**config.mk**
```make
export PLATFORM = sky130hd
export DESIGN_NAME = param_burst_shifter
export DESIGN_NICKNAME = d
export VERILOG_FILES = /design/src/rtl/shift_pkg.sv /design/src/rtl/shift_step_unit.sv /design/src/rtl/param_burst_shifter.sv
export SDC_FILE = /design/constraint.sdc
export NUM_CORES = 1
export LEC_CHECK = 0
export ABC_AREA = 1
export CAP_MARGIN = 10
export CORE_MARGIN = 2
export CORE_UTILIZATION = 49
export CTS_BUF_LIST = sky130_fd_sc_hd__clkbuf_4 sky130_fd_sc_hd__clkbuf_8 sky130_fd_sc_hd__clkbuf_16
export DETAILED_ROUTE_END_ITERATION = 8
export PLACE_DENSITY = 0.83
export SYNTH_ARGS = -nofsm -noshare
export SYNTH_HDL_FRONTEND = slang
export SYNTH_SLANG_ARGS = --single-unit
```
**constraint.sdc**
```tcl
create_clock -name clk -period 2.2 [get_ports clk]
set_clock_uncertainty 0.1 [all_clocks]
set_input_delay 0.22 -clock clk [delete_from_list [all_inputs] [get_ports clk]]
set_output_delay 0.22 -clock clk [all_outputs]
set_load 0.02 [all_outputs]
```
**src/rtl/shift_pkg.sv**
```systemverilog
// Shared definitions for the burst shifter: shift/rotate mode codes and FSM state encoding.
package shift_pkg;

    localparam logic [1:0] MODE_SR  = 2'b00;
    localparam logic [1:0] MODE_SL  = 2'b01;
    localparam logic [1:0] MODE_ROR = 2'b10;
    localparam logic [1:0] MODE_ROL = 2'b11;

    typedef enum logic [1:0] {
        ST_IDLE = 2'd0,
        ST_RUN  = 2'd1,
        ST_DONE = 2'd2
    } state_t;

endpackage

```
**src/rtl/shift_step_unit.sv**
```systemverilog
// Combinational single-step datapath: next register value and outgoing serial bits.
// Rotate modes exist only when ROTATE_EN is defined; otherwise they fall back to plain shifts.
module shift_step_unit
    import shift_pkg::*;
#(
    parameter int WIDTH = 8,
    parameter int STEP  = 1
) (
    input  logic [WIDTH-1:0] q,
    input  logic [1:0]       mode,
    input  logic [STEP-1:0]  ser_in,
    output logic [WIDTH-1:0] q_next,
    output logic [STEP-1:0]  ser_out
);

    logic              left;
    logic [STEP-1:0]   fill_r;
    logic [STEP-1:0]   fill_l;

    // mode[0] selects direction for both shift and rotate codes
    assign left = mode[0];

`ifdef ROTATE_EN
    assign fill_r = (mode == MODE_ROR) ? q[STEP-1:0] : ser_in;
    assign fill_l = (mode == MODE_ROL) ? q[WIDTH-1:WIDTH-STEP] : ser_in;
`else
    logic unused_mode_hi;
    assign unused_mode_hi = mode[1];
    assign fill_r = ser_in;
    assign fill_l = ser_in;
`endif

    assign q_next  = left ? {q[WIDTH-STEP-1:0], fill_l} : {fill_r, q[WIDTH-1:STEP]};
    assign ser_out = left ? q[WIDTH-1:WIDTH-STEP] : q[STEP-1:0];

endmodule

```
**src/rtl/param_burst_shifter.sv**
```systemverilog
// Burst shift engine: loads a word, then performs `count` STEP-bit shifts under start/busy/done.
// Build with ROTATE_EN defined to enable the rotate modes.
module param_burst_shifter
    import shift_pkg::*;
#(
    parameter int WIDTH = 8,
    parameter int STEP  = 1,
    parameter int CNT_W = 4
) (
    input  logic             clk,
    input  logic             reset,
    input  logic             start,
    input  logic [1:0]       mode,
    input  logic [CNT_W-1:0] count,
    input  logic [WIDTH-1:0] par_in,
    input  logic             load,
    input  logic             en,
    input  logic [STEP-1:0]  ser_in,
    output logic [WIDTH-1:0] q,
    output logic [STEP-1:0]  ser_out,
    output logic             busy,
    output logic             done,
    output state_t           state
);

    // Handshake: start/load are sampled only in IDLE; busy is high for every RUN cycle
    // (stalled or not); done pulses for the single DONE cycle, after which IDLE accepts a new start.

    logic [1:0]       mode_r;
    logic [CNT_W-1:0] remaining;
    logic [WIDTH-1:0] q_next;

    shift_step_unit #(
        .WIDTH (WIDTH),
        .STEP  (STEP)
    ) u_step (
        .q       (q),
        .mode    (mode_r),
        .ser_in  (ser_in),
        .q_next  (q_next),
        .ser_out (ser_out)
    );

    always_ff @(posedge clk or posedge reset) begin
        if (reset) begin
            state     <= ST_IDLE;
            q         <= '0;
            mode_r    <= MODE_SR;
            remaining <= '0;
            busy      <= 1'b0;
            done      <= 1'b0;
        end else begin
            case (state)
                ST_IDLE: begin
                    if (start) begin
                        q         <= par_in;
                        mode_r    <= mode;
                        remaining <= count;
                        if (count != '0) begin
                            state <= ST_RUN;
                            busy  <= 1'b1;
                        end else begin
                            state <= ST_DONE;
                            done  <= 1'b1;
                        end
                    end else if (load) begin
                        q <= par_in;
                    end
                end
                ST_RUN: begin
                    if (en) begin
                        q         <= q_next;
                        remaining <= remaining - CNT_W'(1);
                        if (remaining == CNT_W'(1)) begin
                            state <= ST_DONE;
                            busy  <= 1'b0;
                            done  <= 1'b1;
                        end
                    end
                end
                ST_DONE: begin
                    state <= ST_IDLE;
                    done  <= 1'b0;
                end
                default: begin
                    state <= ST_IDLE;
                    busy  <= 1'b0;
                    done  <= 1'b0;
                end
            endcase
        end
    end

endmodule
```
==> results.ini, run 1 <==
[clock_network]
cts_tree = yes
post_cts_buffers = 0
cts_hold_buf = 0
cts-resized-gates = 0
clockBufferDepth = 2
clock_latency_ps = 300
cts.htree.levels = 1
clk_pin_slew_worst_paths_ps = 110
ctsRootBufferMaster = clkbuf_4
clock-sinks = 17
cts_made_buffers = 3

[critical_path]
endpoint_kind = output pin
r2r_slack_ps = 600
cp_max_fo = 3
cp-start-kind = flip-flop
worst_ep_required_time_ps = 1880
arrival_ps = 1490
path_class = reg -> out

[yosys]
ys_ff_latch = 17
synthesis.area_um2 = 1066
synthTopCellsByArea = dfrtp_1 40%, nand2_1 26%, inv_1 6.3%, nand3_1 3.8%, o21ai_0 3.8%
syn_nets = 177
synth_cells = 155
seq_area_frac_synth_pct = 39.91
yosys.area.top_type_share_pct = 39.91
post_synth.cell_area_avg_um2 = 6.878
yosys_warnings = 0
synth.largest_area_cell = dfrtp_1
yosysUniqueCellTypes = 22

[layout]
regArea_um2 = 425.4
antenna_cells = 0
finalNonFillerCells = 215
nets = 211
nFillCells = 165
drive_above_1_share_pct = 8.511
syn_to_final_growth_pct = 33.80
multi_input_area_um2 = 536.8

[run_status]
status = finished, final reports clean

[job]
max_cap_violations = 0

[placement]
gp_congestion = 0.8058
dp_cells = 211
dp_hpwl_mm = 1.802
port_buffers = 31

[floorplan]
start_util_pct = 53.25
dieWidth_um = 50.64
chipHeight_um = 50.64
core_area_um2 = 2002
core.rowCount = 16
boundaryPins = 33
die_area_um2 = 2564

[timing]
fin_crit_sh_pct = 82.43
rsz0062_at_grt = no
setup_viol = 0
tightest_slew_ps = 650.7
hold_viol_final = 0
setup-tns-final_ps = 0
fin_crit_ps = 1813
slew_violations = 0
slew_headroom_pct = 56.57
hold_ws_ps = 200.1
clock.fmax_mhz = 551.4

[detailed_routing]
drtPass1Iterations = 4
drc = 0
dr_total_vias = 1089
vias_per_cell = 5.065
finalWirelength_mm = 2.356
drtIter0Drc = 11
wire_per_inst_um = 10.96
ant_nets = 0

[global_routing]
grt_max_degree = 18
antenna_found_initial = 0
grt_usage_pct = 20.99
grt_pass1_wl_mm = 4.112
grt_pass1_vias = 1014
overflow = 0

[power]
p_leak_nw = 0.7444
peakVddDrop_v = 0.0009912
power_density_nw_per_um2 = 1492

[worst_hold_path]
min_path_type = in -> async

## layout by cell type, fill, tap and decap left out, drive strengths merged, types with 2 or more instances in the layout
cell type      netlist  final
nand4                2      2
buf                  4      2
clkbuf               0      4
ha                   2      2
a21oi                2      2
inv                 20     20
nand3                8      8
o211ai               5      5
clkdlybuf4s50        0     31
dfrtp               17     17
nor2                 7      7
o21ai               11     11
nand2               74     74
## where the power goes
part / switching (mW) / internal (mW)
Clock: 0.0994 / 0.0828
Combinational: 0.789 / 0.546
Sequential: 0.142 / 0.469
Total: 1.03 / 1.10
## area by class of cell
cell class	count	area share, %
Tap cell	27	2.368
Timing Repair Buffer	33	22.81
Clock buffer	4	2.105
Inverter	20	5.263
Multi-Input combinational cell	114	37.63
Sequential cell	17	29.82
## worst paths after layout
kind                                       from                       end  cells after the start
min                                       reset  remaining[3]$_DFFE_PP0P_                      2
max                            q[0]$_DFFE_PP0P_                   ser_out                      3
min reg2reg                    done$_DFFE_PP0P_          done$_DFFE_PP0P_                      2
min in group clk               done$_DFFE_PP0P_          done$_DFFE_PP0P_                      2
max reg2reg                state[0]$_DFFE_PP0P_          q[1]$_DFFE_PP0P_                      6
max in group asynchronous                 reset      state[0]$_DFFE_PP0P_                      2
## logic make-up after synthesis
logic type | after synthesis | share of synthesized area, %
buffers and inverters | 24 | 9.742
AOI/OAI and AO/OA | 19 | 11.97
adders and majority gates | 2 | 2.347
and+or+nand+nor | 93 | 36.03
DFF | 17 | 39.91
## sequential cells by signal, indices dropped and copies added, names as in the netlist
register / flops
mode_r: 1
remaining: 4
state: 2
done: 1
q: 8
busy: 1
## per-stage QoR
| step | instance area, um2 | total power [mW] | setup slack [ps] | utilization [%] |
|---|---|---|---|---|
| 6_report | 1426 | 2.128 | 386.6 | 71.25 |
| 5_1_grt | 1426 | 2.332 | 302.2 | 71.25 |
| 4_1_cts | 1426 | 2.130 | 380.2 | 71.25 |
| 3_5_place_dp | 1396 | 1.947 | 573.5 | 69.75 |
| 3_3_place_gp | 1396 | 1.911 | 610.7 | 69.75 |
| 2_1_floorplan | 1066 | 1.528 | 727.2 | - |
## synth_stat cells, drive strengths merged
master	number
nand2	74
inv	20
dfrtp	17
o21ai	11
nand3	8
nor2	7
o211ai	5
buf	4
a21oi	2
ha	2
nand4	2
a31oi	1
nor4	1
or2	1
## layer usage
metal | global-route usage [%] | wire (um) | vias up
met3 | 2.976 | 123 | 7
li1 | - | - | 554
met2 | 35.31 | 1072 | 42
met5 | 0 | 0 | -
met4 | 10.36 | 53 | 0
met1 | 26.24 | 1106 | 486
## critical path, cell delays in order (launching register included)
cell and delay (ps):
dfrtp_1 380, inv_1 60, o21ai_0 150, clkdlybuf4s50_1 630
No activity file was read; power rests on OpenSTA's default activity.
==> run 2: changes to the inputs <==
--- a/config.mk
+++ b/config.mk
@@ -8,10 +8,10 @@
 export ABC_AREA = 1
 export CAP_MARGIN = 10
 export CORE_MARGIN = 2
-export CORE_UTILIZATION = 49
+export CORE_UTILIZATION = 46
 export CTS_BUF_LIST = sky130_fd_sc_hd__clkbuf_4 sky130_fd_sc_hd__clkbuf_8 sky130_fd_sc_hd__clkbuf_16
 export DETAILED_ROUTE_END_ITERATION = 8
-export PLACE_DENSITY = 0.83
+export PLACE_DENSITY = 0.79
 export SYNTH_ARGS = -nofsm -noshare
 export SYNTH_HDL_FRONTEND = slang
 export SYNTH_SLANG_ARGS = --single-unit
==> constraint.sdc (replaced) <==
create_clock -name clk -period 1.7 [get_ports clk]
set_clock_uncertainty 0.1 [all_clocks]
set_input_delay 0.17 -clock clk [delete_from_list [all_inputs] [get_ports clk]]
set_output_delay 0.17 -clock clk [all_outputs]
set_load 0.02 [all_outputs]
==> run 2 against run 1 <==
  * Cell area is 0.70% higher
  * Global-route usage increased by 0.91 points
  * Sequential share of layout area is 0.21 points lower
  * Final cell count up 1.4%
  * Utilization down 6.3 points
  * Combinational power is 30% higher
  * Highest routed layer unchanged
==> results.ini, run 2 (synthesis gave the netlist of run 1 again) <==
[run_status]
status = finished, final reports clean  ; unchanged

[critical_path]
cp_slowest_cell = clkdlybuf4s50_1  ; unchanged
endpoint_kind = output pin  ; unchanged
worst_ep_required_time_ps = 1430  ; was 1880 ps
path_cells = clkdlybuf4s50_1  ; was inv_1 > o21ai_0 > clkdlybuf4s50_1
path_class = reg -> out  ; unchanged
crit_family = buffers and inverters  ; unchanged
arrival_ps = 1330  ; was 1490 ps
critPathBufInv = 1  ; was 2
cp_max_fo = 4  ; was 3
cp-start-kind = flip-flop  ; unchanged
cpPeakStageDelay_ps = 620  ; was 630 ps

[layout]
largest_reg_flops = 8  ; unchanged
regArea_um2 = 425.4  ; unchanged
finalInstanceArea_um2 = 1436  ; was 1426 um2
top_register = q  ; unchanged
layout.cells.most_common = nand2_1  ; unchanged
multi_input_area_um2 = 536.8  ; unchanged
layout_common_cells = 73 x nand2_1, 28 x clkdlybuf4s50_1, 18 x inv_1  ; was 73 x nand2_1, 31 x clkdlybuf4s50_1, 18 x inv_1
syn_to_final_growth_pct = 34.74  ; was 33.80%
drive_above_1_share_pct = 9.474  ; was 8.511%
nets = 213  ; was 211
top_regs = q: 8 flops, remaining: 4 flops, state: 2 flops  ; unchanged
nFillCells = 223  ; was 165
antenna_cells = 0  ; unchanged

[clock_network]
clock-sinks = 17  ; unchanged
clk_pin_slew_worst_paths_ps = 110  ; about the same
clock_latency_ps = 290  ; was 300 ps
cts_made_buffers = 3  ; unchanged
clockBufferDepth = 2  ; unchanged
cts_tree = yes  ; unchanged
cts.htree.levels = 1  ; unchanged
ctsRootBufferMaster = clkbuf_4  ; unchanged

[timing]
setup-tns-final_ps = 0  ; unchanged
clock.fmax_mhz = 623.3
hold_viol_final = 0  ; unchanged
rsz0062_at_grt = no  ; unchanged
setup_slack_ps = 95.72  ; was 386.6 ps
fin_crit_ps = 1604
slew_violations = 0  ; unchanged
fin_crit_sh_pct = 94.37
setup_viol = 0  ; unchanged
slew_headroom_pct = 80.37  ; was 56.57%
tightest_slew_ps = 293.3  ; was 650.7 ps

[placement]
dp_slack_ps = 125.6  ; was 573.5 ps
port_buffers = 31  ; unchanged
gp_congestion = 0.8323  ; was 0.8058
dpl_cell_area_um2 = 1413  ; was 1396 um2
dp_hpwl_mm = 1.984  ; was 1.802 mm

[floorplan]
boundaryPins = 33  ; unchanged
start_util_pct = 48.19  ; was 53.25%
dieWidth_um = 52.14  ; was 50.64 um
chipHeight_um = 52.14  ; was 50.64 um
core.rowCount = 17  ; was 16
die_area_um2 = 2719  ; was 2564 um2
core_area_um2 = 2212  ; was 2002 um2

[detailed_routing]
ant_nets = 0  ; unchanged
finalWirelength_mm = 2.573  ; was 2.356 mm
met1Wirelength_mm = 1.127  ; was 1.106 mm
dr_wl_met2_mm = 1.274  ; was 1.072 mm
dr_total_vias = 1087  ; was 1089
vias_per_cell = 4.986  ; was 5.065
routed.top_layer = met4  ; unchanged
drtPass1Iterations = 6  ; was 4
drc = 0  ; unchanged
wl_met3_um = 119  ; was 123 um
drtIter0Drc = 12  ; was 11
wire_per_inst_um = 11.80  ; was 10.96 um

[power]
p_leak_nw = 0.7604  ; was 0.7444 nW
power_mw = 2.744  ; was 2.128 mW
peakVddDrop_v = 0.001083  ; was 0.0009912 V
p_seq_share_pct = 29.1  ; was 28.7%
clock_power_share_pct = 7.9  ; was 8.6%
p_comb_share_pct = 63.0  ; was 62.7%
switching_share_pct = 49.31  ; was 48.43%
internal_power_mw = 1.391  ; was 1.097 mW
p_sw_mw = 1.353  ; was 1.030 mW
power_density_nw_per_um2 = 1910  ; was 1492 nW/um2

[worst_hold_path]
min_path_type = in -> async  ; unchanged

[global_routing]
grt_usage_pct = 21.90  ; was 20.99%
grt_pass1_wl_mm = 4.471  ; was 4.112 mm
grt_pass1_vias = 1073  ; was 1014
overflow = 0  ; unchanged
grt_max_degree = 18  ; unchanged
antenna_found_initial = 0  ; unchanged

[job]
max_cap_violations = 0  ; unchanged

[run 2: final timing paths]
check,startpoint,slack [ps],cells past startpoint,to
min,reset,90,3,remaining[3]$_DFFE_PP0P_
min reg2reg,busy$_DFFE_PP0P_,390,2,busy$_DFFE_PP0P_
min in group clk,busy$_DFFE_PP0P_,390,2,busy$_DFFE_PP0P_
max,q[7]$_DFFE_PP0P_,100,1,q[7]
max reg2reg,state[0]$_DFFE_PP0P_,200,6,q[4]$_DFFE_PP0P_
max in group asynchronous,reset,1220,3,q[3]$_DFFE_PP0P_
[run 2: final cells by class]
cell class              count  share of cell area (%)
flip-flops and latches     17                   29.62
well taps                  28                   2.439
inverters                  20                   5.226
clock inverters             1                  0.3484
multi-input cells         114                   37.37
repair buffers             35                   23.43
clock buffers               3                   1.568
[run 2: power by group through the flow]
stage	combinational (mW)	sequential, mW	clock, mW
global placement	1.69	0.795	0
CTS	1.74	0.795	0.222
floorplan	1.06	0.921	0
finish	1.73	0.797	0.217
global route	1.96	0.827	0.243
detailed placement	1.76	0.804	0
[run 2: stage by stage]
stage               std cells  util [%]  hold WS, ps
finish                    218     64.93        87.74
global route              218     64.93        103.7
CTS                       218     64.93        94.35
detailed placement        214     63.86        361.2
global placement          214     63.86        357.1
floorplan                 155         -       -3.931
[run 2: per-layer routing]
layer,global-route usage [%],vias up
met5,0,-
met4,11.54,0
met3,2.586,6
met2,37.76,34
met1,26.56,492
li1,-,555
[run 2: what timing repair did]
| action | CTS | global route |
|---|---|---|
| hold buffers | 0 | 0 |
| setup endpoints to repair | 3 | 0 |
| resized for setup | 3 | 0 |
| setup buffers | 0 | 0 |
==> RTL change: new RTL, config.mk and constraints of run 2 <==
Reset style: synchronous (`reset`), changed in one clocked block.
--- a/src/rtl/param_burst_shifter.sv
+++ b/src/rtl/param_burst_shifter.sv
@@ -43,3 +43,3 @@
 
-    always_ff @(posedge clk or posedge reset) begin
+    always_ff @(posedge clk) begin
         if (reset) begin
Formal check against the unedited RTL: differs if reset is asserted again (counterexample within 4 cycles, from zero or initial values and one cycle with reset high); with reset held inactive, the same outputs for 10 cycles.
==> RTL change against run 2 <==
Worst setup slack got worse by 18 ps. Worst hold slack improved by 260 ps. Count of clock-buffer cells in the layout unchanged. Design area decreased by 3.8%. Highest routed layer unchanged. Routed wire length decreased by 11%. Synthesized area decreased by 3.2%. Critical path type unchanged. Sequential cell count unchanged. Largest cell class unchanged. First-iteration DRC count unchanged.
Power is not compared: it rests on default switching activity, and its combinational part moved more than twofold at a synthesized area within 25%.
==> RTL change: results (changes against run 2) <==
| Metric | Value |
|---|---|
| Run status | completed |
| Count of vias placed by the detailed router | 1084 (-0.28%) |
| Tightest Hold Check Type | input port to flip-flop |
| LEAKAGE | 0.650 nW |
| Worst slack at placement | 128 ps (+2.80 ps) |
| Routed wire length | 2280 µm (-11%) |
| Placer Congestion | 0.803 (-3.6%) |
| Post-layout net count | 217 (+1.9%) |
| Via count of the first global-routing pass | 936 (-13%) |
| Number of nets with antenna violations after detailed routing | 0 (unchanged) |
| Post-synth ARST share | 0% (-100 points) |
| Largest fanout on the critical path | 7 (+3) |
| Number of detailed-routing iterations run before antenna repair | 4 (-2) |
| Fraction of final layout cells with drive strength greater than 1 | 9.28% (-0.20 points) |
| Most instantiated flip-flop cell in the synthesis netlist | dfxtp_1 |
| Maximum number of pins on one net before global-route repair | 21 (+3) |
| Commonest cells in the synthesized netlist | nand2_1, nor2_1, inv_1 |
| Gr usage total | 18.7% (-3.2 points) |
| Worst Setup SP | state[0] |
| Arrival time at the worst endpoint | 1350 ps (+20 ps) |
| Max Root-Sink Buffers | 2 (unchanged) |
| Worst reg2reg startpoint | state[1] |
| Global-route wire length before repair | 3800 µm (-15%) |
| Worst slew pin tran | 396 ps (+102 ps) |
| Most area-consuming cells after synthesis | dfxtp_1, nand2_1, a21oi_1 |
| Net count after synthesis | 184 (+4.0%) |
| Seq/Total Area, Yosys | 33.0% (-6.9 points) |
-- RTL change: layout make-up --
| type | count | area (µm²) |
|---|---|---|
| fill | 223 | 788 |
| timing repair buffer | 34 | 330 |
| multi-input combinational | 120 | 574 |
| tap | 28 | 35.0 |
| clock buffer | 3 | 22.5 |
| sequential | 17 | 343 |
| inverter | 19 | 71.3 |
| clock inverter | 1 | 5.00 |
-- RTL change: kinds of logic after synthesis --
family	share of synthesized area, %
AND/OR/NAND/NOR	35.8
AO/OA/AOI/OAI	15.6
buffers and inverters	11.4
flip-flops	33.0
adder cells (fa/ha/maj)	2.42
XOR/XNOR	0.849
multiplexers	0.970
-- RTL change: metrics by stage --
stage	hold slack (ps)	cell area, µm²	utilization [%]	total power, mW	cells
2_1_floorplan	139	1030	-	0.949	162
3_3_place_gp	335	1350	62.4	1.14	218
3_5_place_dp	338	1350	62.4	1.15	218
4_1_cts	340	1380	63.7	1.38	222
5_1_grt	339	1380	63.7	1.47	222
6_report	344	1380	63.7	1.36	222
-- RTL change: metal layers --
layer	up-vias	routed length, µm	track usage, %
li1	573	-	-
met1	484	1040	22.2
met2	25	1120	33.8
met3	2	107	3.51
met4	0	11	5.26
met5	-	0	0
-- RTL change: power by group through the flow --
stage	clock (mW)	sequential (mW)	combinational, mW
after detailed placement	0	0.539	0.616
after global routing	0.246	0.542	0.681
after floorplan	0	0.589	0.360
after global placement	0	0.537	0.600
final	0.220	0.532	0.608
after CTS	0.231	0.531	0.614
-- RTL change: final timing paths --
kind,slack (ps),to,cells past startpoint
worst max-delay path,80,state[0],1
worst min-delay path,340,mode_r[0],3
worst max register to register,190,remaining[0],6
worst min register to register,350,done,2
-- RTL change: timing repair --
action	CTS	global route
setup endpoints to repair	3	0
resized for setup	4	0
setup buffers	0	0
